==> config.mk <==
export PLATFORM = sky130hd
export DESIGN_NAME = y86_mem_arbiter_flat
export DESIGN_NICKNAME = d
export VERILOG_FILES = /design/src/rtl/y86_arb_pkg.sv /design/src/rtl/y86_mem_arbiter_if.sv /design/src/rtl/y86_rr_pick.sv /design/src/rtl/y86_mem_arbiter.sv /design/src/flat_wrapper.sv
export SDC_FILE = /design/constraint.sdc
export NUM_CORES = 1
export LEC_CHECK = 0
export BUFFER_PORTS_ARGS = -buffer_cell sky130_fd_sc_hd__buf_2
export CAP_MARGIN = 10
export CORE_MARGIN = 3
export CORE_UTILIZATION = 34
export DETAILED_ROUTE_END_ITERATION = 8
export GPL_ROUTABILITY_DRIVEN = 1
export HOLD_SLACK_MARGIN = 0.06
export PLACE_DENSITY = 0.66
export SETUP_SLACK_MARGIN = 0.5
export SLEW_MARGIN = 15
export SYNTH_ARGS = -nofsm -noshare
export SYNTH_HDL_FRONTEND = slang
export SYNTH_SLANG_ARGS = --single-unit
==> constraint.sdc <==
create_clock -name clk -period 3.7 [get_ports clk]
set_input_delay 1.11 -clock clk [delete_from_list [all_inputs] [get_ports clk]]
set_output_delay 1.11 -clock clk [all_outputs]
set_load 0.01 [all_outputs]
==> src/rtl/y86_arb_pkg.sv <==
// Shared types and constants for the y86 memory-bus arbiter.
package y86_arb_pkg;

  localparam int Y86_WORD_W      = 32;
  localparam int Y86_ARB_MAX_REQ = 4;

  typedef enum logic [1:0] {
    IDLE   = 2'd0,
    ACCESS = 2'd1,
    RESP   = 2'd2
  } arb_state_t;

  // Width of a requester index; a single requester bit is still one wide.
  function automatic int arb_idx_w(input int n);
    return (n <= 2) ? 1 : $clog2(n);
  endfunction

endpackage

==> src/rtl/y86_mem_arbiter_if.sv <==
// Requester ports plus the shared y86 memory bus.
// Handshake: a requester raises req_valid[i] with we/addr/wdata (and req_lock
// when Y86_ARB_LOCK_EN is defined) and holds them stable until req_ack[i]
// pulses for one cycle; on the following cycle it either drops valid or
// presents its next request. rdata is meaningful while req_ack is high.
interface y86_mem_arbiter_if
  import y86_arb_pkg::*;
#(
  parameter int NREQ = 2
);

  logic [NREQ-1:0]            req_valid;
  logic [NREQ-1:0]            req_we;
  logic [NREQ*Y86_WORD_W-1:0] req_addr;
  logic [NREQ*Y86_WORD_W-1:0] req_wdata;
`ifdef Y86_ARB_LOCK_EN
  logic [NREQ-1:0]            req_lock;
`endif
  logic [NREQ-1:0]            req_ack;
  logic [Y86_WORD_W-1:0]      rdata;
  logic [1:0]                 arb_owner;
  logic [Y86_WORD_W-1:0]      mem_A;
  logic                       mem_RE;
  logic                       mem_WE;
  logic [Y86_WORD_W-1:0]      mem_out;
  logic [Y86_WORD_W-1:0]      mem_in;

`ifdef Y86_ARB_LOCK_EN
  modport slave (
    input  req_valid, req_we, req_addr, req_wdata, req_lock, mem_in,
    output req_ack, rdata, arb_owner, mem_A, mem_RE, mem_WE, mem_out
  );
  modport master (
    output req_valid, req_we, req_addr, req_wdata, req_lock, mem_in,
    input  req_ack, rdata, arb_owner, mem_A, mem_RE, mem_WE, mem_out
  );
`else
  modport slave (
    input  req_valid, req_we, req_addr, req_wdata, mem_in,
    output req_ack, rdata, arb_owner, mem_A, mem_RE, mem_WE, mem_out
  );
  modport master (
    output req_valid, req_we, req_addr, req_wdata, mem_in,
    input  req_ack, rdata, arb_owner, mem_A, mem_RE, mem_WE, mem_out
  );
`endif

endinterface

==> src/rtl/y86_rr_pick.sv <==
// Combinational round-robin picker: first unmasked valid requester searching
// upward from last+1 with wrap-around.
module y86_rr_pick
  import y86_arb_pkg::*;
#(
  parameter int NREQ = 2,
  parameter int IW   = arb_idx_w(NREQ)
) (
  input  logic [NREQ-1:0] req,
  input  logic [NREQ-1:0] mask,
  input  logic [IW-1:0]   last,
  output logic            found,
  output logic [IW-1:0]   winner
);

  // Scan NREQ candidates in priority order; the first hit wins.
  always_comb begin
    logic [IW-1:0] cand;
    found  = 1'b0;
    winner = '0;
    cand   = '0;
    for (int k = 1; k <= NREQ; k++) begin
      cand = IW'((int'(last) + k) % NREQ);
      if (!found && req[cand] && !mask[cand]) begin
        found  = 1'b1;
        winner = cand;
      end
    end
  end

endmodule

==> src/rtl/y86_mem_arbiter.sv <==
// Round-robin arbiter sharing one y86 memory bus between NREQ requesters.
// Each access holds the bus for MEM_LAT cycles, then acks for one cycle.
// Optional feature: define Y86_ARB_LOCK_EN for locked (atomic RMW) ownership.
module y86_mem_arbiter
  import y86_arb_pkg::*;
#(
  parameter int NREQ    = 2,
  parameter int MEM_LAT = 1
) (
  input  logic            clk,
  input  logic            rst,
  y86_mem_arbiter_if.slave bus,
  output arb_state_t      dbg_state
);

  localparam int IW = arb_idx_w(NREQ);
  localparam int LW = (MEM_LAT > 1) ? $clog2(MEM_LAT) : 1;
  localparam logic [LW-1:0] LAT_INIT = LW'(MEM_LAT - 1);
  localparam logic [IW-1:0] LAST_RST = IW'(NREQ - 1);

  arb_state_t      state;
  logic [LW-1:0]   lat_cnt;
  logic [IW-1:0]   last_gnt;
  logic            r_we;
  logic [NREQ-1:0] gnt_oh;
  logic [NREQ-1:0] pick_mask;
  logic            found;
  logic [IW-1:0]   winner;
  logic [Y86_WORD_W-1:0] win_addr;
  logic [Y86_WORD_W-1:0] win_wdata;
  logic            win_we;

`ifdef Y86_ARB_LOCK_EN
  logic            r_lock;
  logic            lock_act;
  logic [IW-1:0]   lock_own;
`endif

  assign dbg_state = state;
  assign gnt_oh    = NREQ'(1) << last_gnt;
  assign win_addr  = bus.req_addr[int'(winner)*Y86_WORD_W +: Y86_WORD_W];
  assign win_wdata = bus.req_wdata[int'(winner)*Y86_WORD_W +: Y86_WORD_W];
  assign win_we    = bus.req_we[winner];

  // Requester being acked sits out this round; a lock owner excludes everyone else.
  always_comb begin
    pick_mask = (state == RESP) ? gnt_oh : '0;
`ifdef Y86_ARB_LOCK_EN
    if (lock_act) pick_mask = pick_mask | ~(NREQ'(1) << lock_own);
`endif
  end

  y86_rr_pick #(.NREQ(NREQ), .IW(IW)) u_pick (
    .req    (bus.req_valid),
    .mask   (pick_mask),
    .last   (last_gnt),
    .found  (found),
    .winner (winner)
  );

  // Arbiter FSM: grant, hold the bus for MEM_LAT cycles, then ack.
  always_ff @(posedge clk) begin
    if (rst) begin
      state         <= IDLE;
      lat_cnt       <= '0;
      last_gnt      <= LAST_RST;
      r_we          <= 1'b0;
      bus.arb_owner <= '0;
      bus.mem_A     <= '0;
      bus.mem_out   <= '0;
      bus.mem_RE    <= 1'b0;
      bus.mem_WE    <= 1'b0;
      bus.rdata     <= '0;
      bus.req_ack   <= '0;
`ifdef Y86_ARB_LOCK_EN
      r_lock        <= 1'b0;
      lock_act      <= 1'b0;
      lock_own      <= '0;
`endif
    end else begin
      bus.req_ack <= '0;
      case (state)
        IDLE, RESP: begin
          if (found) begin
            state         <= ACCESS;
            lat_cnt       <= LAT_INIT;
            last_gnt      <= winner;
            bus.arb_owner <= 2'(winner);
            r_we          <= win_we;
            bus.mem_A     <= win_addr;
            bus.mem_out   <= win_wdata;
            bus.mem_RE    <= !win_we;
            bus.mem_WE    <= win_we;
`ifdef Y86_ARB_LOCK_EN
            r_lock        <= bus.req_lock[winner];
`endif
          end else begin
            state <= IDLE;
          end
        end
        ACCESS: begin
          if (lat_cnt == '0) begin
            if (!r_we) bus.rdata <= bus.mem_in;
            bus.req_ack <= gnt_oh;
            bus.mem_A   <= '0;
            bus.mem_RE  <= 1'b0;
            bus.mem_WE  <= 1'b0;
            state       <= RESP;
`ifdef Y86_ARB_LOCK_EN
            lock_act    <= r_lock;
            lock_own    <= last_gnt;
`endif
          end else begin
            lat_cnt <= lat_cnt - LW'(1);
          end
        end
        default: state <= IDLE;
      endcase
    end
  end

endmodule

==> src/flat_wrapper.sv <==
// flat-port wrapper written by rule: the top's interface ports become plain ports
module y86_mem_arbiter_flat import y86_arb_pkg::*;
#(
  parameter int NREQ    = 2,
  parameter int MEM_LAT = 1
)
  (clk, rst, dbg_state, bus_req_valid, bus_req_we, bus_req_addr, bus_req_wdata, bus_mem_in, bus_req_ack, bus_rdata, bus_arb_owner, bus_mem_A, bus_mem_RE, bus_mem_WE, bus_mem_out);
  y86_mem_arbiter_if #(.NREQ(NREQ)) bus_i ();
  input  logic clk;
  input  logic rst;
  output arb_state_t dbg_state;
  input wire logic [$bits(bus_i.req_valid)-1:0] bus_req_valid;
  input wire logic [$bits(bus_i.req_we)-1:0] bus_req_we;
  input wire logic [$bits(bus_i.req_addr)-1:0] bus_req_addr;
  input wire logic [$bits(bus_i.req_wdata)-1:0] bus_req_wdata;
  input wire logic [$bits(bus_i.mem_in)-1:0] bus_mem_in;
  output wire logic [$bits(bus_i.req_ack)-1:0] bus_req_ack;
  output wire logic [$bits(bus_i.rdata)-1:0] bus_rdata;
  output wire logic [$bits(bus_i.arb_owner)-1:0] bus_arb_owner;
  output wire logic [$bits(bus_i.mem_A)-1:0] bus_mem_A;
  output wire logic [$bits(bus_i.mem_RE)-1:0] bus_mem_RE;
  output wire logic [$bits(bus_i.mem_WE)-1:0] bus_mem_WE;
  output wire logic [$bits(bus_i.mem_out)-1:0] bus_mem_out;
  assign bus_i.req_valid = bus_req_valid;
  assign bus_i.req_we = bus_req_we;
  assign bus_i.req_addr = bus_req_addr;
  assign bus_i.req_wdata = bus_req_wdata;
  assign bus_i.mem_in = bus_mem_in;
  assign bus_req_ack = bus_i.req_ack;
  assign bus_rdata = bus_i.rdata;
  assign bus_arb_owner = bus_i.arb_owner;
  assign bus_mem_A = bus_i.mem_A;
  assign bus_mem_RE = bus_i.mem_RE;
  assign bus_mem_WE = bus_i.mem_WE;
  assign bus_mem_out = bus_i.mem_out;
  y86_mem_arbiter #(.NREQ(NREQ), .MEM_LAT(MEM_LAT)) u_core (.clk(clk), .rst(rst), .bus(bus_i), .dbg_state(dbg_state));
endmodule
# Yosys cells after proc, flatten, opt, wreduce, memory -nomap -nowiden
# Index checks and enable logic that the tools add are counted.
[classes] reduce_logical=15 n_lt_le_gt_ge=3 mux=29 n_mul=0 div_mod_pow=0 bitwise=3 shifts=3 n_eq_ne=4 n_addsub=3
[op_table] cell="64-bit by 7-bit variable part select with 32-bit output" count=2
[op_table] cell="32-bit 2-to-1 mux" count=2
[op_table] cell="32-bit one-hot mux with 2 select lines" count=1
[op_table] cell="1-bit 2-to-1 mux" count=20
[op_table] cell="1-bit by 2-bit less-than comparator with 1-bit output, second input constant" count=3
[op_table] cell="1-bit one-hot mux with 2 select lines" count=3
[op_table] cell="3-bit AND reduction" count=2
[op_table] cell="1-bit zero test" count=4
[op_table] cell="2-bit 2-to-1 mux" count=2
[op_table] cell="2-bit one-hot mux with 2 select lines" count=1
[op_table] cell="2-bit AND reduction" count=2
[op_table] cell="1-bit logical AND" count=3
[op_table] cell="1-bit inverter" count=3
[op_table] cell="3-bit OR reduction" count=1
[op_table] cell="1-bit adder, second input constant" count=2
[op_table] cell="2-bit by 1-bit == test with 1-bit output, second input constant" count=1
[op_table] cell="2-bit == test, second input constant" count=1
[op_table] cell="2-bit zero test" count=1
[op_table] cell="2-bit by 1-bit inequality test with 1-bit output, second input constant" count=1
[op_table] cell="2-bit inequality test, second input constant" count=1
[op_table] cell="2-bit nonzero test" count=1
[op_table] cell="2-bit OR reduction" count=1
[op_table] cell="1-bit by 1-bit left shift with 2-bit output, first input constant" count=1
[op_table] cell="1-bit subtractor, second input constant" count=1
[totals] in_bits=166 n_memories=0 regBits=106 latch_bits=0 romBits=0 output_inout_bits=104 mem_bits_rw=0

# Longest topological paths before layout
[depth] word_depth=16 depth_mapped=7 depth_no_buf=4

# By module
# Synthesis repeated with hierarchy kept, for this count alone.
[hier_totals] cells_unflattened=432 hier_area_um2=4226.6
[modules_own_cells] module="y86_mem_arbiter" cells_per_inst=427 area_per_inst_um2=4187.8 instances=1
[modules_own_cells] module="y86_rr_pick" cells_per_inst=5 area_per_inst_um2=38.8 instances=1

# Worst setup path before layout
# Ideal clock, no wire load.
[synth_timing] path_kind="input to register" startpoint="input bus_req_valid[1]" endpoint="register u_core.bus.mem_out[24]" arrival_time_ns=2.076 path_buffers=2 stages=6 slack_ns=1.478 path_cell_list="or3b_1 o211a_1 buf_2 buf_6 nor2_1 a211oi_2"
[synth_between] elab_chain_len=9
[synth_rtl] item="start, declared" line_no="flat_wrapper.sv:12" rtl="input wire logic [$bits(bus_i.req_valid)-1:0] bus_req_valid;"
[synth_rtl] item="1-bit 2-to-1 mux (implied by the code) (2 in series)" line_no="y86_rr_pick.sv:24" rtl="if (!found && req[cand] && !mask[cand]) begin"
[synth_rtl] item="1-bit logical AND" line_no="y86_rr_pick.sv:24"
[synth_rtl] item="1-bit 2-to-1 mux" line_no="y86_rr_pick.sv:24"
[synth_rtl] item="1-bit zero test" line_no="y86_rr_pick.sv:24"
[synth_rtl] item="1-bit logical AND (2 in series)" line_no="y86_rr_pick.sv:24"
[synth_rtl] item="1-bit 2-to-1 mux" line_no="y86_rr_pick.sv:24"
[synth_rtl] item="64-bit by 7-bit variable part select with 32-bit output or 2-bit AND reduction (tied branches)"
[synth_rtl] item="end signal, assigned" line_no="y86_mem_arbiter.sv:91" rtl="bus.mem_out <= win_wdata;"
[synth_rtl] item="end, declared" line_no="y86_mem_arbiter_if.sv:40" rtl="output req_ack, rdata, arb_owner, mem_A, mem_RE, mem_WE, mem_out"
# Several ways; a longest one is shown, not always the timed one. The select of a mux whose other input is x is not followed.
# A chain may end at the register's enable or synchronous reset.

# Final worst setup path
[layout_timing] startpoint="input bus_req_valid[1]" endpoint="register u_core.bus.mem_out[5]"
# The elaborated chain is that of the path after synthesis.

==> summary.md <==
| Metric | Value |
|---|---|
| Pre-CTS setup slack | 0.840 ns |
| Endpoint class of the critical path | flip-flop |
| Commonest non-fill, non-tap cell in the layout | buf_2 |
| Number of global-route vias before repair | 4223 |
| Initial Util | 0.354 |
| Synth area leaders | dfxtp_1, nand2_1, a211oi_2 |
| Sw Share | 0.281 |
| Final wirelength | 13000 um |
| Synthesized flop and latch total | 105 |
| Int Power | 2140 uW |
| Worst Hold Class | reg2reg |
| Final Net Count | 881 |
| HPWL after DPL | 9850 um |
| Comb power frac | 0.213 |
| Largest net degree at the start of global routing | 65 |
| Number of setup buffers added after CTS | 0 |
| Initial DRC Count | 171 |
| First-pass GRT wire length | 20800 um |
| Routed vias | 4253 |
| Buffers on Ports | 268 |
| Clock share of power | 0.348 |
| Clk Latency, worst-skew pair | 0.34 ns |
| Chip Width | 119 um |
| Core Area | 12300 um2 |
| Leak | 0.00299 uW |
| Worst vdd ir | 0.000195 V |
| DIE AREA | 14200 um2 |
| Leading area contributor after synthesis | dfxtp_1 |
| Net Sw Power | 834 uW |
| Dpl cells | 872 |
| Sink Count | 105 |
| Deepest clock path buffer count | 2 |
| DRC | 0 |
| GP Congestion | 0.777 |
| Routed len/inst | 14.7 um |
| Layout Skew | 0.00972 ns |
| Commonest cells after routing, fill and taps aside | buf_2, dfxtp_1, nand2_1 |
| Async SR Flop Fraction | 0 |
| Outcome | finished, final reports clean |
| Period utilization | 0.669 |
| Core Rows | 40 |
| Via density | 4.79 |
| PwrDens | 492 nW/um2 |
| Max-capacitance violation count | 0 |
| Register area share after synthesis | 0.484 |
| Crit Path Max Fanout | 19 |
| Die height | 119 um |
| Hold-fix buffers, CTS | 0 |
| Min Clock Period, post-route | 2.48 ns |
| Mean Syn Cell Area | 9.23 um2 |
| CTS tree | yes |
| Number of CTS-inserted buffers | 9 |
| Remaining global-route overflow | 0 |
| Gr usage total | 0.179 |
| ANT nets after route | 0 |
| CTS clk-pin slew, worst paths | 0.07 ns |
| Final Instance Count excl. Fillers | 888 |
| Ports | 270 |
| Share of the synthesized area in the top cell type | 0.484 |
| Slew @ Worst Pin | 0.892 ns |
| Cells after Synth | 470 |
| Yosys warning total | 0 |
| Distinct cells, synth | 31 |
| Post-synth top flop | dfxtp_1 |
| Slew headroom | 0.405 |
| Synth Cell Area | 4340 um2 |
| Final-report hold violation count | 0 |
| Post-cts sizing count | 0 |
| Max Slew Vio Count | 0 |
| DRT Pass-1 Iters | 6 |
| Sequential Power Share | 0.440 |
| CP Data Arrival Time | 2.74 ns |
| Setup CP Type | in2reg |
| Total negative slack | 0 ns |
| FMAX | 404 MHz |
| Root Buffer Master | clkbuf_16 |
| # setup viols final | 0 |
| Clock H-tree levels | 3 |
| Antenna violations before repair | 0 |
| Area Overhead vs Synth | 39.3% |
| Final WS setup | 1.22 ns |
| Critical Path RT | 3.96 ns |
| Syn_nets | 636 |
| RSZ-0062 raised after global routing | no |
| EDFF count, synth | 0 |
| Share of cells above drive strength 1 | 0.449 |
| Worst setup SP type | primary input |
[synthesized netlist by cell type, types with 5 or more instances]
master	n
a211oi_1	5
a21oi_1	67
buf_4	5
o2bb2ai_1	33
mux2i_1	32
buf_2	10
a211oi_2	28
buf_6	7
nand2_1	99
clkbuf_1	17
nor2_1	37
dfxtp_1	105
[cells by family after synthesis]
logic type             Yosys count  share of synthesized area
AOI/OAI and AO/OA              141                      0.248
buffers and inverters           42                     0.0556
DFF                            105                      0.484
muxes                           32                     0.0738
other                            1                   0.000864
and+or+nand+nor                149                      0.138
[area by class of cell]
cell class,instances,area [um2]
Antenna cell,1,2.50
Multi-Input combinational cell,323,2010
Sequential cell,105,2100
Inverter,2,7.51
Clock buffer,11,253
Clock inverter,4,73.8
Timing Repair Buffer,274,1390
Fill cell,1208,6210
Tap cell,168,210
[state kept, by name (all words and copies together) (netlist names)]
name	flops
u_core.bus.arb_owner	1
u_core.bus.mem_A	32
u_core.bus.mem_RE	1
u_core.bus.mem_WE	1
u_core.bus.mem_out	32
u_core.bus.rdata	32
u_core.bus.req_ack	2
u_core.dbg_state	2
u_core.last_gnt	1
u_core.r_we	1
[per-stage QoR]
stage          instance area [um2]  power, uW  hold slack [ns]  utilization
6_report                      6050       2970            0.453        0.493
2_1_floorplan                 4340       1720            0.477            -
5_1_grt                       6050       3130            0.473        0.493
4_1_cts                       6040       3020            0.455        0.493
3_3_place_gp                  5710       1960            0.439        0.466
3_5_place_dp                  5710       1970            0.443        0.466
[metal layers]
layer | vias up | part of all wire | routed length, um | track usage
met4 | 0 | 0.016 | 212 | 0.0623
met1 | 1952 | 0.40 | 5190 | 0.208
met5 | - | 0 | 0 | 0
li1 | 2118 | - | - | -
met3 | 15 | 0.077 | 1010 | 0.0484
met2 | 168 | 0.51 | 6640 | 0.315
[final timing paths]
path                                           from                                  to  slack [ns]  cells past startpoint
hold / removal    u_core.bus.rdata[10]$_SDFFE_PP0P_   u_core.bus.rdata[10]$_SDFFE_PP0P_        0.45                      2
setup / recovery                   bus_req_valid[1]  u_core.bus.mem_out[5]$_SDFFE_PP0P_        1.22                      6
hold reg to reg   u_core.bus.rdata[10]$_SDFFE_PP0P_   u_core.bus.rdata[10]$_SDFFE_PP0P_        0.45                      2
setup reg to reg       u_core.last_gnt$_SDFFE_PP1P_  u_core.bus.mem_out[5]$_SDFFE_PP0P_        1.60                      5
[worst max-delay path: stages]
cell and delay [ns]:
buf_2 0.13, a21boi_1 0.15, o211ai_2 0.67, buf_4 0.37, a21oi_1 0.08, a211oi_2 0.22
[power groups by stage]
stage | Clock [uW] | Sequential [uW] | Combinational (uW)
floorplan | 0 | 1370 | 349
global placement | 0 | 1330 | 629
detailed placement | 0 | 1330 | 644
CTS | 1070 | 1310 | 645
global route | 1110 | 1320 | 701
finish | 1030 | 1310 | 633
No activity file was read; power rests on OpenSTA's default activity.
